[config.mk]
export PLATFORM = sky130hd
export DESIGN_NAME = mem_arbiter_flat
export DESIGN_NICKNAME = d
export VERILOG_FILES = /design/src/rtl/mem_arb_pkg.sv /design/src/rtl/mem_arbiter_if.sv /design/src/rtl/mem_lane_fmt.sv /design/src/rtl/mem_arbiter.sv /design/src/flat_wrapper.sv
export SDC_FILE = /design/constraint.sdc
export NUM_CORES = 1
export LEC_CHECK = 0
export ABC_CLOCK_PERIOD_IN_PS = 1840
export BUFFER_PORTS_ARGS = -buffer_cell sky130_fd_sc_hd__buf_2
export CORE_MARGIN = 8
export CORE_UTILIZATION = 46
export CTS_CLUSTER_SIZE = 20
export DETAILED_ROUTE_END_ITERATION = 6
export PLACE_DENSITY = 0.92
export SETUP_SLACK_MARGIN = 0.02
export SKIP_CTS_REPAIR_TIMING = 1
export SLEW_MARGIN = 25
export SYNTH_ARGS = -nofsm -noshare
export SYNTH_HDL_FRONTEND = slang
export SYNTH_HIERARCHICAL = 1
export SYNTH_SLANG_ARGS = --single-unit
[constraint.sdc]
create_clock -name clk -period 1.84 [get_ports clk]
set_input_delay 0.184 -clock clk [delete_from_list [all_inputs] [get_ports clk]]
set_output_delay 0.184 -clock clk [all_outputs]
set_load 0.01 [all_outputs]
[src/rtl/mem_arb_pkg.sv]
// rtl/mem_arb_pkg.sv - shared types and helpers for the memory arbiter
// Size codes, FSM states, requester ids and the alignment rule.
package mem_arb_pkg;

  localparam logic [1:0] SZ_BYTE = 2'b00;
  localparam logic [1:0] SZ_HALF = 2'b01;
  localparam logic [1:0] SZ_WORD = 2'b10;

  localparam logic REQ_IF = 1'b0;
  localparam logic REQ_D  = 1'b1;

  typedef enum logic [1:0] {
    IDLE   = 2'b00,
    ACCESS = 2'b01,
    WAIT   = 2'b10
  } arb_state_e;

  // Size 11 has no legal encoding, so it is always reported as misaligned.
  function automatic logic is_misaligned(input logic [1:0] size, input logic [1:0] off);
    case (size)
      SZ_BYTE: return 1'b0;
      SZ_HALF: return off[0];
      SZ_WORD: return off != 2'b00;
      default: return 1'b1;
    endcase
  endfunction

endpackage

[src/rtl/mem_arbiter_if.sv]
// rtl/mem_arbiter_if.sv - fetch, load/store and memory signals of the arbiter
// slave is the arbiter's view; master is the requester/memory side.
interface mem_arbiter_if;

  logic        if_req;
  logic [31:0] if_addr;
  logic        if_gnt;
  logic        if_rvalid;
  logic [31:0] if_rdata;

  logic        d_req;
  logic        d_we;
  logic [31:0] d_addr;
  logic [1:0]  d_size;
  logic        d_unsigned;
  logic [31:0] d_wdata;
  logic        d_gnt;
  logic        d_err;
  logic        d_rvalid;
  logic [31:0] d_rdata;

  logic        mem_en;
  logic        mem_we;
  logic [3:0]  mem_be;
  logic [31:0] mem_addr;
  logic [31:0] mem_wdata;
  logic [31:0] mem_rdata;

  logic        busy;

  modport slave (
    input  if_req, if_addr, d_req, d_we, d_addr, d_size, d_unsigned, d_wdata, mem_rdata,
    output if_gnt, if_rvalid, if_rdata, d_gnt, d_err, d_rvalid, d_rdata,
    output mem_en, mem_we, mem_be, mem_addr, mem_wdata, busy
  );

  modport master (
    output if_req, if_addr, d_req, d_we, d_addr, d_size, d_unsigned, d_wdata, mem_rdata,
    input  if_gnt, if_rvalid, if_rdata, d_gnt, d_err, d_rvalid, d_rdata,
    input  mem_en, mem_we, mem_be, mem_addr, mem_wdata, busy
  );

endinterface

[src/rtl/mem_lane_fmt.sv]
// rtl/mem_lane_fmt.sv - byte enables, store replication and load extract/extend
// Purely combinational; driven from the arbiter's latched request fields.
module mem_lane_fmt
  import mem_arb_pkg::*;
(
  input  logic [1:0]  size_i,
  input  logic [1:0]  off_i,
  input  logic        unsigned_i,
  input  logic [31:0] wdata_i,
  input  logic [31:0] rdata_i,
  output logic [3:0]  be_o,
  output logic [31:0] wdata_o,
  output logic [31:0] rdata_o
);

  logic [31:0] lane;

  assign lane = rdata_i >> {off_i, 3'b000};

  always_comb begin
    be_o    = 4'b1111;
    wdata_o = wdata_i;
    rdata_o = rdata_i;
    case (size_i)
      SZ_BYTE: begin
        be_o    = 4'b0001 << off_i;
        wdata_o = {4{wdata_i[7:0]}};
        rdata_o = {{24{~unsigned_i & lane[7]}}, lane[7:0]};
      end
      SZ_HALF: begin
        be_o    = 4'b0011 << off_i;
        wdata_o = {2{wdata_i[15:0]}};
        rdata_o = {{16{~unsigned_i & lane[15]}}, lane[15:0]};
      end
      default: begin
        be_o    = 4'b1111;
        wdata_o = wdata_i;
        rdata_o = rdata_i;
      end
    endcase
  end

endmodule

[src/rtl/mem_arbiter.sv]
// rtl/mem_arbiter.sv - fetch vs load/store arbiter for one single-port memory
// Optional fetch starvation guard: MEM_ARB_STARVE_GUARD_EN.
module mem_arbiter
  import mem_arb_pkg::*;
#(
  parameter int MEM_LAT    = 1,
  parameter int STARVE_MAX = 4
) (
  input  logic         clk,
  input  logic         rst_n,
  mem_arbiter_if.slave bus
);

  arb_state_e  state_q;
  logic [2:0]  lat_q;
  logic        owner_q;
  logic        we_q;
  logic        uns_q;
  logic [1:0]  size_q;
  logic [1:0]  off_q;
  logic [31:0] wdata_q;
  logic        mem_en_q;
  logic        mem_we_q;
  logic [31:0] mem_addr_q;

  logic        idle;
  logic        force_if;
  logic        if_win;
  logic        d_win;
  logic        d_bad;
  logic        rd_done;
  logic [3:0]  fmt_be;
  logic [31:0] fmt_wdata;
  logic [31:0] fmt_rdata;
  logic        unused_addr;

  assign unused_addr = ^bus.if_addr[1:0];

  // Grants are gated by rst_n so every output reads 0 while reset is held.
  assign idle   = rst_n && (state_q == IDLE);
  assign d_bad  = is_misaligned(bus.d_size, bus.d_addr[1:0]);
  assign if_win = idle && bus.if_req && (!bus.d_req || force_if);
  assign d_win  = idle && bus.d_req && !if_win;

`ifdef MEM_ARB_STARVE_GUARD_EN
  logic [3:0] starve_q;
  logic [3:0] starve_d;

  assign force_if = (starve_q == 4'(STARVE_MAX));

  always_comb begin
    starve_d = starve_q;
    if (!bus.if_req || if_win) starve_d = 4'd0;
    else if (d_win)            starve_d = starve_q + 4'd1;
  end

  always_ff @(posedge clk or negedge rst_n) begin
    if (!rst_n) starve_q <= 4'd0;
    else        starve_q <= starve_d;
  end
`else
  logic unused_cfg;
  assign unused_cfg = ^4'(STARVE_MAX);
  assign force_if   = 1'b0;
`endif

  assign rd_done = (state_q == WAIT) && (lat_q == 3'd1);

  always_ff @(posedge clk or negedge rst_n) begin
    if (!rst_n) begin
      state_q    <= IDLE;
      lat_q      <= 3'd0;
      owner_q    <= REQ_IF;
      we_q       <= 1'b0;
      uns_q      <= 1'b0;
      size_q     <= SZ_BYTE;
      off_q      <= 2'b00;
      wdata_q    <= 32'h0;
      mem_en_q   <= 1'b0;
      mem_we_q   <= 1'b0;
      mem_addr_q <= 32'h0;
    end else begin
      mem_en_q   <= 1'b0;
      mem_we_q   <= 1'b0;
      mem_addr_q <= 32'h0;
      case (state_q)
        IDLE: begin
          if (if_win) begin
            owner_q    <= REQ_IF;
            we_q       <= 1'b0;
            uns_q      <= 1'b0;
            size_q     <= SZ_WORD;
            off_q      <= 2'b00;
            wdata_q    <= 32'h0;
            mem_en_q   <= 1'b1;
            mem_addr_q <= {bus.if_addr[31:2], 2'b00};
            state_q    <= ACCESS;
          end else if (d_win && !d_bad) begin
            owner_q    <= REQ_D;
            we_q       <= bus.d_we;
            uns_q      <= bus.d_unsigned;
            size_q     <= bus.d_size;
            off_q      <= bus.d_addr[1:0];
            wdata_q    <= bus.d_wdata;
            mem_en_q   <= 1'b1;
            mem_we_q   <= bus.d_we;
            mem_addr_q <= {bus.d_addr[31:2], 2'b00};
            state_q    <= ACCESS;
          end
        end
        ACCESS: begin
          if (we_q) begin
            state_q <= IDLE;
          end else begin
            state_q <= WAIT;
            lat_q   <= 3'(MEM_LAT);
          end
        end
        WAIT: begin
          lat_q <= lat_q - 3'd1;
          if (rd_done) state_q <= IDLE;
        end
        default: state_q <= IDLE;
      endcase
    end
  end

  mem_lane_fmt u_fmt (
    .size_i     (size_q),
    .off_i      (off_q),
    .unsigned_i (uns_q),
    .wdata_i    (wdata_q),
    .rdata_i    (bus.mem_rdata),
    .be_o       (fmt_be),
    .wdata_o    (fmt_wdata),
    .rdata_o    (fmt_rdata)
  );

  assign bus.if_gnt    = if_win;
  assign bus.d_gnt     = d_win;
  assign bus.d_err     = d_win && d_bad;
  assign bus.if_rvalid = rd_done && (owner_q == REQ_IF);
  assign bus.d_rvalid  = rd_done && (owner_q == REQ_D);
  assign bus.if_rdata  = bus.if_rvalid ? fmt_rdata : 32'h0;
  assign bus.d_rdata   = bus.d_rvalid ? fmt_rdata : 32'h0;

  assign bus.mem_en    = mem_en_q;
  assign bus.mem_we    = mem_we_q;
  assign bus.mem_addr  = mem_addr_q;
  assign bus.mem_be    = mem_en_q ? fmt_be : 4'b0000;
  assign bus.mem_wdata = mem_we_q ? fmt_wdata : 32'h0;
  assign bus.busy      = (state_q != IDLE);

endmodule

[src/flat_wrapper.sv]
// flat-port wrapper written by rule: the top's interface ports become plain ports
module mem_arbiter_flat import mem_arb_pkg::*;
#(
  parameter int MEM_LAT    = 1,
  parameter int STARVE_MAX = 4
)
  (clk, rst_n, bus_if_req, bus_if_addr, bus_d_req, bus_d_we, bus_d_addr, bus_d_size, bus_d_unsigned, bus_d_wdata, bus_mem_rdata, bus_if_gnt, bus_if_rvalid, bus_if_rdata, bus_d_gnt, bus_d_err, bus_d_rvalid, bus_d_rdata, bus_mem_en, bus_mem_we, bus_mem_be, bus_mem_addr, bus_mem_wdata, bus_busy);
  mem_arbiter_if bus_i ();
  input  logic clk;
  input  logic rst_n;
  input wire logic [$bits(bus_i.if_req)-1:0] bus_if_req;
  input wire logic [$bits(bus_i.if_addr)-1:0] bus_if_addr;
  input wire logic [$bits(bus_i.d_req)-1:0] bus_d_req;
  input wire logic [$bits(bus_i.d_we)-1:0] bus_d_we;
  input wire logic [$bits(bus_i.d_addr)-1:0] bus_d_addr;
  input wire logic [$bits(bus_i.d_size)-1:0] bus_d_size;
  input wire logic [$bits(bus_i.d_unsigned)-1:0] bus_d_unsigned;
  input wire logic [$bits(bus_i.d_wdata)-1:0] bus_d_wdata;
  input wire logic [$bits(bus_i.mem_rdata)-1:0] bus_mem_rdata;
  output wire logic [$bits(bus_i.if_gnt)-1:0] bus_if_gnt;
  output wire logic [$bits(bus_i.if_rvalid)-1:0] bus_if_rvalid;
  output wire logic [$bits(bus_i.if_rdata)-1:0] bus_if_rdata;
  output wire logic [$bits(bus_i.d_gnt)-1:0] bus_d_gnt;
  output wire logic [$bits(bus_i.d_err)-1:0] bus_d_err;
  output wire logic [$bits(bus_i.d_rvalid)-1:0] bus_d_rvalid;
  output wire logic [$bits(bus_i.d_rdata)-1:0] bus_d_rdata;
  output wire logic [$bits(bus_i.mem_en)-1:0] bus_mem_en;
  output wire logic [$bits(bus_i.mem_we)-1:0] bus_mem_we;
  output wire logic [$bits(bus_i.mem_be)-1:0] bus_mem_be;
  output wire logic [$bits(bus_i.mem_addr)-1:0] bus_mem_addr;
  output wire logic [$bits(bus_i.mem_wdata)-1:0] bus_mem_wdata;
  output wire logic [$bits(bus_i.busy)-1:0] bus_busy;
  assign bus_i.if_req = bus_if_req;
  assign bus_i.if_addr = bus_if_addr;
  assign bus_i.d_req = bus_d_req;
  assign bus_i.d_we = bus_d_we;
  assign bus_i.d_addr = bus_d_addr;
  assign bus_i.d_size = bus_d_size;
  assign bus_i.d_unsigned = bus_d_unsigned;
  assign bus_i.d_wdata = bus_d_wdata;
  assign bus_i.mem_rdata = bus_mem_rdata;
  assign bus_if_gnt = bus_i.if_gnt;
  assign bus_if_rvalid = bus_i.if_rvalid;
  assign bus_if_rdata = bus_i.if_rdata;
  assign bus_d_gnt = bus_i.d_gnt;
  assign bus_d_err = bus_i.d_err;
  assign bus_d_rvalid = bus_i.d_rvalid;
  assign bus_d_rdata = bus_i.d_rdata;
  assign bus_mem_en = bus_i.mem_en;
  assign bus_mem_we = bus_i.mem_we;
  assign bus_mem_be = bus_i.mem_be;
  assign bus_mem_addr = bus_i.mem_addr;
  assign bus_mem_wdata = bus_i.mem_wdata;
  assign bus_busy = bus_i.busy;
  mem_arbiter #(.MEM_LAT(MEM_LAT), .STARVE_MAX(STARVE_MAX)) u_core (.clk(clk), .rst_n(rst_n), .bus(bus_i));
endmodule
==> results.sh <==
export IMPL_die_x_um=123.0
export IMPL_clock_sinks=76
export IMPL_fmax_mhz=446.0
export IMPL_die_height_um=123.0
export IMPL_dr_pass1_iters=6
export IMPL_num_rows=39
export IMPL_p_leak_nw=4.336
export IMPL_yosysMostFrequentCell="and2_1"
export IMPL_overflow=0
export IMPL_finalHoldViolations=0
export IMPL_maxCapViolations=0
export IMPL_gp_congestion=0.8986
export IMPL_drt_wl_total_um=20320
export IMPL_clockRootBuffer="clkbuf_16"
export IMPL_r2r_end="u_core/wdata_q[10]"
export IMPL_worstReg2RegStart="u_core/state_q[1]"
export IMPL_cp_end_kind="primary output"
export IMPL_startpoint_type="register"
export IMPL_ys_warn_count=6
export IMPL_syn_inst=578
export IMPL_layout_nets=981
export IMPL_cp_max_fo=16
export IMPL_fin_tns_setup_ns=-20.52
export IMPL_drive_gt1_frac=0.4682
export IMPL_failed_checks="setup timing"
export IMPL_synth_common_cells="and2_1, dfrtp_1, mux2i_1, o21ai_0, inv_1"
export IMPL_r2r_cells=4
export IMPL_hp_class="input pin to register"
export IMPL_grt_max_degree=75
export IMPL_core_um2=11320
export IMPL_switching_share=0.3848
export IMPL_routedWlPerCell_um=20.51
export IMPL_rsz0062_at_grt="true"
export IMPL_ant_nets=0
export IMPL_drc=0
export IMPL_run_status="finished, violations left"
export IMPL_hpwl_um=14330
export IMPL_ctsLongestPathBuffers=2
export IMPL_grtUsageTotal=0.2301
export IMPL_cts_tree="built"
export IMPL_hp_start="bus_d_addr[15]"
export IMPL_synth_async_reset_ratio=1.000
export IMPL_portBuffers=271
export IMPL_syn2layout_area_growth_pct=43.04
export IMPL_netlist_top_cell_by_area="dfrtp_1"
export IMPL_cts_buffers_inserted=9
export IMPL_clock_skew_ns=0.006061
export IMPL_hold_slack_ns=0.06677
export IMPL_tightestPinTransition_ns=0.9316
export IMPL_p_int_mw=5.355
export IMPL_clock_latency_ns=0.33
export IMPL_setup_violations_final=74
export IMPL_drv_slew=0
export IMPL_die_area_um2=15130
export IMPL_maxSlewHeadroom=0.3789
export IMPL_power_density_nw_per_um2=1155
export IMPL_grt_pass1_wl_um=27460
export IMPL_design_area_um2=7535
export IMPL_maxUsedRoutingLayer="met5"
export IMPL_synth_seq_cells=76
export IMPL_clkPwrFrac=0.214
export IMPL_synth_area_top_cells="dfrtp_1, and2_1, mux2i_1"
export IMPL_ys_seq_area_frac=0.3610
export IMPL_hold_depth=2
export IMPL_met3_length_um=2351
export IMPL_antenna_diode_count=0
export IMPL_layout_setup_ws_ns=-0.4023
export IMPL_cp_arrival_ns=2.06
export IMPL_ir_worst_vdd_mv=0.8294
export IMPL_vias_per_cell=5.614
export IMPL_dp_cells=962
export IMPL_required_ns=1.66
export IMPL_met2WireLength_um=10000
export IMPL_yosys_cell_types_count=47
export IMPL_rrSetupSlack_ns=0.17
export IMPL_timing_final_crit_period_ns=2.242
export IMPL_cts_reportedPaths_clkPinSlew_ns=0.06
export IMPL_synth_edf_count=0
export IMPL_synth_flop_cell="dfrtp_1"
export IMPL_period_share=1.219
export IMPL_syn_area_um2=5268
export IMPL_io_pins=276
export IMPL_grt_pass1_vias=5348
export IMPL_power_switching_mw=3.349
export IMPL_pre_cts_ws_ns=-0.1849
export IMPL_synth_top_area_frac=0.3610
export IMPL_wl_met1_um=7045
export IMPL_initial_core_util=0.4653
export IMPL_fin_cells=991
export IMPL_combPwrFrac=0.491
export IMPL_htree_levels=3
export IMPL_place_area_um2=6765
export IMPL_power_share_sequential=0.295
export IMPL_critical_path_class="register to primary output"
export IMPL_hold_path_endpoint="u_core/bus.mem_addr[15]"
export IMPL_drt_iter0_drc=556
export IMPL_antenna_found_initial=1
export IMPL_avgSynthCellArea_um2=9.113
export IMPL_vias=5563
## per-stage QoR
step                utilization  total power [mW]
floorplan                     -             4.933
global placement         0.5976             5.873
detailed placement       0.5976             6.023
CTS                      0.6259             7.913
global route             0.6656             9.133
finish                   0.6656             8.704
## power by group through the flow
stage               logic (mW)  clock network, mW  registers, mW
floorplan                 2.55                  0           2.38
global placement          3.38                  0           2.49
detailed placement        3.49                  0           2.53
CTS                       3.52               1.89           2.51
global route              4.57               1.96           2.60
finish                    4.27               1.86           2.57
## critical path, stage by stage, from the launching register on
cell	delay, ns
dfrtp_2	0.45
mux4_2	0.57
nor2_4	0.15
buf_12	0.15
o31ai_1	0.09
and2_1	0.17
buf_2	0.15
## metal layers
metal | track usage | vias to the layer above
met5 | 0 | -
met4 | 0.1324 | 2
met3 | 0.06621 | 70
met2 | 0.3904 | 415
met1 | 0.2546 | 2583
li1 | - | 2493
## worst max path at each step
stage | startpoint | end | slack [ns] | cells after the start
detailed placement | u_core/off_q[0] | bus_d_rdata[25] | -0.18 | 5
global route | u_core/off_q[0] | bus_d_rdata[19] | -0.47 | 6
global placement | u_core/off_q[0] | bus_if_rdata[21] | -0.13 | 5
CTS | u_core/off_q[0] | bus_d_rdata[25] | -0.55 | 5
finish | u_core/off_q[0] | bus_d_rdata[19] | -0.40 | 6
floorplan | u_core/size_q[1] | bus_d_rdata[22] | 0.13 | 6
## logic make-up after synthesis
kind of cell	Yosys count	synth area share
AOI/OAI and AO/OA	132	0.1696
and+or+nand+nor	179	0.2017
DFF	76	0.3610
other	1	0.0007119
muxes	81	0.1622
adders and majority gates	2	0.004750
buffers and inverters	106	0.09834
xor gates and xnor gates	1	0.001663
## state kept, by name, indices dropped and copies added, names as in the netlist, 2 cells and up
register             cells
u_core/lat_q             3
u_core/size_q            2
u_core/bus.mem_addr     30
u_core/off_q             2
u_core/state_q           2
u_core/wdata_q          32
## area by class of cell
class / instances / area, um2
clock buffer: 12 / 266.5
clock inverter: 4 / 53.80
fill: 809 / 3786
inverter: 46 / 172.7
multi-input combinational: 397 / 3013
sequential: 76 / 1908
tap: 143 / 178.9
timing repair buffer: 313 / 1942
## layout by cell type, fill, tap and decap left out, types with 3 or more instances in the layout
cell / n
a21oi_1: 3
a22o_1: 30
a22oi_2: 4
and2_1: 92
and2_4: 8
and3_1: 4
and3_4: 5
buf_12: 10
buf_2: 260
buf_4: 21
buf_6: 14
buf_8: 4
clkbuf_16: 11
clkbuf_8: 3
dfrtp_1: 71
dfrtp_2: 5
inv_1: 45
mux2_2: 17
mux2_4: 8
mux2i_1: 55
nand2_1: 35
nand2b_1: 12
nor2_1: 4
o21ai_0: 48
o21ai_1: 11
o21bai_1: 3
o221ai_1: 7
o31ai_1: 14
or2_2: 3
Power figures use the tool's default switching activity.
